## src/rtl/uart_pkg.sv

```systemverilog
// Shared UART definitions: receiver state encoding, oversampling constants,
// the baud divider derivation used by both transmitter and receiver, and the vote helper.
package uart_pkg;

  typedef enum logic [2:0] {
    IDLE      = 3'd0,
    START     = 3'd1,
    DATA      = 3'd2,
    STOP      = 3'd3,
    WAIT_IDLE = 3'd4
  } uart_state_e;

  localparam int         OVERSAMPLE  = 16;
  localparam logic [3:0] SAMPLE_LO   = 4'd7;
  localparam logic [3:0] SAMPLE_MID  = 4'd8;
  localparam logic [3:0] SAMPLE_HI   = 4'd9;
  localparam logic [3:0] SAMPLE_LAST = 4'd15;

  function automatic int uart_div(input int clk_hz, input int baud);
    return clk_hz / (baud * OVERSAMPLE);
  endfunction

  function automatic logic majority3(input logic a, input logic b, input logic c);
    return (a & b) | (a & c) | (b & c);
  endfunction

endpackage

```

## src/rtl/uart_baud_tick.sv

```systemverilog
// Oversample tick generator: one-clk tick every DIV clocks, restartable via clr
// so that ticks stay phase-aligned to the detected start edge.
module uart_baud_tick #(
  parameter int DIV = 651
) (
  input  logic clk,
  input  logic reset_p,
  input  logic clr,
  output logic tick
);

  localparam logic [9:0] TICK_LAST = 10'(DIV - 1);

  logic [9:0] cnt_r;
  logic       tick_r;

  // Divider counter; the tick is registered on the wrap cycle
  always_ff @(posedge clk) begin
    if (reset_p || clr) begin
      cnt_r  <= 10'd0;
      tick_r <= 1'b0;
    end else if (cnt_r == TICK_LAST) begin
      cnt_r  <= 10'd0;
      tick_r <= 1'b1;
    end else begin
      cnt_r  <= cnt_r + 10'd1;
      tick_r <= 1'b0;
    end
  end

  assign tick = tick_r;

endmodule

```

## src/rtl/uart_rx_byte.sv

```systemverilog
// uart_rx_byte: 8N1 UART receiver with 16x oversampling and 3-sample majority vote,
// delivering bytes through a valid/acknowledge register with frame-error and overrun flags.
module uart_rx_byte
  import uart_pkg::*;
#(
  parameter int CLK_HZ = 100_000_000,
  parameter int BAUD   = 9600
) (
  input  logic       clk,
  input  logic       reset_p,
  input  logic       rx,
  input  logic       rd_en,
  output logic [7:0] data,
  output logic       data_valid,
  output logic       frame_err,
  output logic       overrun,
  output logic       busy
);

  localparam int DIV = uart_div(CLK_HZ, BAUD);

  uart_state_e state_r, state_nxt_s;
  logic        rx_meta_r, rx_sync_r;
  logic        tick_s, clr_s;
  logic [3:0]  s_r, s_nxt_s;
  logic [2:0]  bit_idx_r;
  logic [7:0]  shift_r;
  logic        smp_lo_r, smp_mid_r, maj_s;
  logic        at_lo_s, at_mid_s, at_hi_s, at_last_s;
  logic        shift_s, idx_inc_s, load_s, ferr_s;
  logic [7:0]  data_r;
  logic        data_valid_r, frame_err_r, overrun_r, busy_r;

  uart_baud_tick #(.DIV(DIV)) u_baud_tick (
    .clk    (clk),
    .reset_p(reset_p),
    .clr    (clr_s),
    .tick   (tick_s)
  );

  // Sample events are named by the value s takes on that tick
  assign s_nxt_s   = s_r + 4'd1;
  assign at_lo_s   = tick_s && (s_nxt_s == SAMPLE_LO);
  assign at_mid_s  = tick_s && (s_nxt_s == SAMPLE_MID);
  assign at_hi_s   = tick_s && (s_nxt_s == SAMPLE_HI);
  assign at_last_s = tick_s && (s_nxt_s == SAMPLE_LAST);
  assign maj_s     = majority3(smp_lo_r, smp_mid_r, rx_sync_r);

  // Input synchroniser and FSM state register
  always_ff @(posedge clk) begin
    if (reset_p) begin
      rx_meta_r <= 1'b1;
      rx_sync_r <= 1'b1;
      state_r   <= IDLE;
    end else begin
      rx_meta_r <= rx;
      rx_sync_r <= rx_meta_r;
      state_r   <= state_nxt_s;
    end
  end

  // Next-state logic
  always_comb begin
    state_nxt_s = state_r;
    case (state_r)
      IDLE: begin
        if (!rx_sync_r) state_nxt_s = START;
        else            state_nxt_s = IDLE;
      end
      START: begin
        if (at_hi_s && maj_s) state_nxt_s = IDLE;
        else if (at_last_s)   state_nxt_s = DATA;
        else                  state_nxt_s = START;
      end
      DATA: begin
        if (at_last_s && (bit_idx_r == 3'd7)) state_nxt_s = STOP;
        else                                  state_nxt_s = DATA;
      end
      STOP: begin
        if (at_hi_s) state_nxt_s = maj_s ? IDLE : WAIT_IDLE;
        else         state_nxt_s = STOP;
      end
      WAIT_IDLE: begin
        if (rx_sync_r) state_nxt_s = IDLE;
        else           state_nxt_s = WAIT_IDLE;
      end
      default: state_nxt_s = IDLE;
    endcase
  end

  // Per-state control strobes
  always_comb begin
    clr_s     = 1'b0;
    shift_s   = 1'b0;
    idx_inc_s = 1'b0;
    load_s    = 1'b0;
    ferr_s    = 1'b0;
    case (state_r)
      IDLE:      clr_s = 1'b1;
      START:     clr_s = 1'b0;
      DATA: begin
        shift_s   = at_hi_s;
        idx_inc_s = at_last_s;
      end
      STOP: begin
        load_s = at_hi_s & maj_s;
        ferr_s = at_hi_s & ~maj_s;
      end
      WAIT_IDLE: clr_s = 1'b1;
      default:   clr_s = 1'b1;
    endcase
  end

  // Sample counter, vote samples, bit index and LSB-first shift register
  always_ff @(posedge clk) begin
    if (reset_p) begin
      s_r       <= 4'd0;
      smp_lo_r  <= 1'b1;
      smp_mid_r <= 1'b1;
      bit_idx_r <= 3'd0;
      shift_r   <= 8'h00;
    end else begin
      if (clr_s)       s_r <= 4'd0;
      else if (tick_s) s_r <= s_nxt_s;
      if (at_lo_s)  smp_lo_r  <= rx_sync_r;
      if (at_mid_s) smp_mid_r <= rx_sync_r;
      if (state_r != DATA) bit_idx_r <= 3'd0;
      else if (idx_inc_s)  bit_idx_r <= bit_idx_r + 3'd1;
      if (shift_s) shift_r <= {maj_s, shift_r[7:1]};
    end
  end

  // Output register and handshake; a load in the acknowledge cycle keeps overrun as is
  always_ff @(posedge clk) begin
    if (reset_p) begin
      data_r       <= 8'h00;
      data_valid_r <= 1'b0;
      frame_err_r  <= 1'b0;
      overrun_r    <= 1'b0;
      busy_r       <= 1'b0;
    end else begin
      frame_err_r <= ferr_s;
      busy_r      <= (state_nxt_s != IDLE);
      if (load_s) begin
        data_r       <= shift_r;
        data_valid_r <= 1'b1;
        if (data_valid_r && !rd_en) overrun_r <= 1'b1;
      end else if (rd_en) begin
        data_valid_r <= 1'b0;
        overrun_r    <= 1'b0;
      end
    end
  end

  assign data       = data_r;
  assign data_valid = data_valid_r;
  assign frame_err  = frame_err_r;
  assign overrun    = overrun_r;
  assign busy       = busy_r;

endmodule

```

## config.mk

```make
export PLATFORM = sky130hd
export DESIGN_NAME = uart_rx_byte
export DESIGN_NICKNAME = d
export VERILOG_FILES = /design/src/rtl/uart_pkg.sv /design/src/rtl/uart_baud_tick.sv /design/src/rtl/uart_rx_byte.sv
export SDC_FILE = /design/constraint.sdc
export NUM_CORES = 1
export LEC_CHECK = 0
export BUFFER_PORTS_ARGS = -buffer_cell sky130_fd_sc_hd__buf_2
export CAP_MARGIN = 20
export CELL_PAD_IN_SITES_DETAIL_PLACEMENT = 1
export CELL_PAD_IN_SITES_GLOBAL_PLACEMENT = 1
export CORE_ASPECT_RATIO = 1.25
export CORE_MARGIN = 2
export CORE_UTILIZATION = 45
export DETAILED_ROUTE_END_ITERATION = 12
export PLACE_DENSITY_LB_ADDON = 0.1
export SLEW_MARGIN = 20
export SYNTH_ARGS = -nofsm -noshare
export SYNTH_HDL_FRONTEND = slang
export SYNTH_SLANG_ARGS = --single-unit
```

## constraint.sdc

```tcl
create_clock -name clk -period 2.4 [get_ports clk]
set_clock_uncertainty 0.1 [all_clocks]
set_input_delay 0.36 -clock clk [delete_from_list [all_inputs] [get_ports clk]]
set_output_delay 0.36 -clock clk [all_outputs]
set_load 0.02 [all_outputs]
```

==> results_dict.tcl <==
set metrics [dict create \
    post-synth-top-area-cell "dfxtp_1" \
    worstMarginPinSlew_ps 427 \
    place.gp.congestion 0.755 \
    first_pass_iters 3 \
    hpwlAfterDp_um 2840 \
    cts_tree "built" \
    crit_path_max_fanout 9 \
    antenna_cells 0 \
    die-area_um2 4820 \
    drt_iter0_drc 57 \
    ff2ff_path_depth 5 \
    critical_path_class "reg -> reg" \
    drive_gt1_frac 0.140 \
    ys_ff_latch 45 \
    clk_latency_ps 300 \
    routedWlPerCell_um 14.3 \
    io_pins 16 \
    syn-num-nets 211 \
    drt-met1-wl_um 1590 \
    max_freq_mhz 478 \
    clk_path_buf_depth 2 \
    postRouteAntennaNets 0 \
    finalHoldViolCount 0 \
    crit_path_end_kind "register" \
    hold_depth 2 \
    synth_top_cell_area_share 0.468 \
    nets 226 \
    grt_usage 0.182 \
    drc 0 \
    place_ws_ps 338 \
    required_ps 2490 \
    port_buffers 15 \
    ys_types 41 \
    synthTopCellsByArea "dfxtp_1 (47%), mux2i_1 (10%), nor2_1 (7.8%), ha_1 (5.2%), xor2_1 (4.1%)" \
    cts_buffers 5 \
    setup_ws_ps 308 \
    routed_wl_um 3880 \
    clk_pin_slew_ps 90 \
    synth_common_cells "dfxtp_1 (45), nor2_1 (40), mux2i_1 (20), nand3_1 (11), xor2_1 (9)" \
    die_x_um 62.5 \
    final_max_slew_viol_count 0 \
    startpoint_type "register" \
    rsz0062_at_grt "false" \
    wl_met3_um 97 \
    core.rowCount 26 \
    synth-main-ff-cell "dfxtp_1" \
    slew_headroom 0.716 \
    cts_num_sinks 45 \
    outcome "finished, final reports clean" \
    tns_ps 0 \
    holdCritPathClass "in -> reg" \
    cts_setup_buffers 0 \
    synth_area_um2 1920 \
    ys_warn_count 0 \
    top_layer "met4" \
    start_util 0.469 \
    setup_viol 0 \
    synthCells 199 \
    avgSynthCellArea_um2 9.67 \
    cts_root_buf "clkbuf_8" \
    fin_crit_ps 2090 \
    hold_buffers 0 \
    leakage_nw 0.915 \
    max-vdd-ir-drop_mv 0.445 \
    coreArea_um2 4100 \
    ctsResizeCount 0 \
    routed_via_density 5.27 \
    grt_max_degree 23 \
    period_share 0.871 \
    synth-edff-count 0 \
    met2_length_um 2080 \
    cap_viol_max_count 0 \
    grt_pass1_vias 1539 \
    fin_total_pwr_mw 1.35 \
    grt_pass1_wl_um 6930 \
    power_density_nw_per_um2 629 \
    critPathArrivalTime_ps 2180 \
    grt_overflow 0 \
    ys_seq_area_frac 0.468 \
    die_h_um 77.1 \
    num_vias 1428 \
    timing.hold.ws_ps 136 \
    antenna_found_initial 0 \
    area_growth_pct 11.8 \
    h-tree-depth 2 \
    yosysMostFrequentCell "dfxtp_1" \
    ys_async_sr_fraction 0 \
]
==> area by class of cell <==
| class | count | area (um2) |
|---|---|---|
| Clock buffer | 5 | 68.8 |
| Clock inverter | 3 | 46.3 |
| Fill cell | 501 | 1950 |
| Inverter | 7 | 26.3 |
| Multi-Input combinational cell | 138 | 948 |
| Sequential cell | 45 | 901 |
| Tap cell | 56 | 70.1 |
| Timing Repair Buffer | 17 | 90.1 |
==> routing by layer <==
layer / vias up / global-route usage
li1: 705 / -
met1: 696 / 0.194
met2: 18 / 0.330
met3: 9 / 0.0455
met4: 0 / 0.0889
met5: - / 0
==> power by group <==
part	internal, mW	switching, mW
registers	0.750	0.00424
logic	0.00731	0.0158
clock network	0.311	0.264
total	1.07	0.284
==> worst max-delay path, cell delays in order, from the launching register on <==
cell	delay (ps)
dfxtp_1	520
ha_1	300
o211ai_2	130
a2111o_1	620
mux2i_1	240
nor2_1	60
==> cells in the final DEF (no fill, tap or decap), drive strengths merged, types with 5 or more instances in the layout <==
| cell type | netlist | final |
|---|---|---|
| nand3 | 11 | 11 |
| inv | 7 | 7 |
| mux2i | 20 | 20 |
| dfxtp | 45 | 45 |
| nor2 | 40 | 40 |
| xor2 | 9 | 9 |
| ha | 8 | 8 |
| buf | 3 | 17 |
| clkbuf | 6 | 5 |
| xnor2 | 5 | 5 |
| nand2 | 8 | 8 |
==> flip-flops by register name (all words and copies together), names as in the netlist <==
register and cells:
frame_err 1, u_baud_tick.tick 1, state_r 3, smp_lo_r 1, shift_r 8, bit_idx_r 3, data 8, data_valid 1
overrun 1, rx_meta_r 1, u_baud_tick.cnt_r 10, rx_sync_r 1, smp_mid_r 1, busy 1, s_r 4
==> per-stage QoR <==
| step | util | std cells | cell area [um2] |
|---|---|---|---|
| global placement | 0.497 | 263 | 2040 |
| CTS | 0.525 | 271 | 2150 |
| global route | 0.525 | 271 | 2150 |
| finish | 0.525 | 271 | 2150 |
| detailed placement | 0.497 | 263 | 2040 |
| floorplan | - | 199 | 1920 |
==> worst paths after layout <==
| kind | startpoint | slack (ps) | endpoint |
|---|---|---|---|
| setup / recovery | s_r[1] | 310 | shift_r[3] |
| hold / removal | rx | 140 | rx_meta_r |
| setup reg to reg | s_r[1] | 310 | shift_r[3] |
| hold reg to reg | rx_meta_r | 330 | rx_sync_r |
==> cell families after synthesis <==
logic type      count (synthesis)  synth area share
buf+inv                        16            0.0390
simple gates                   79             0.194
flops                          45             0.468
xor+xnor                       14            0.0637
compound gates                 16            0.0741
mux                            20             0.104
fa+ha+maj                       9            0.0572
No activity file was read; power rests on OpenSTA's default activity.
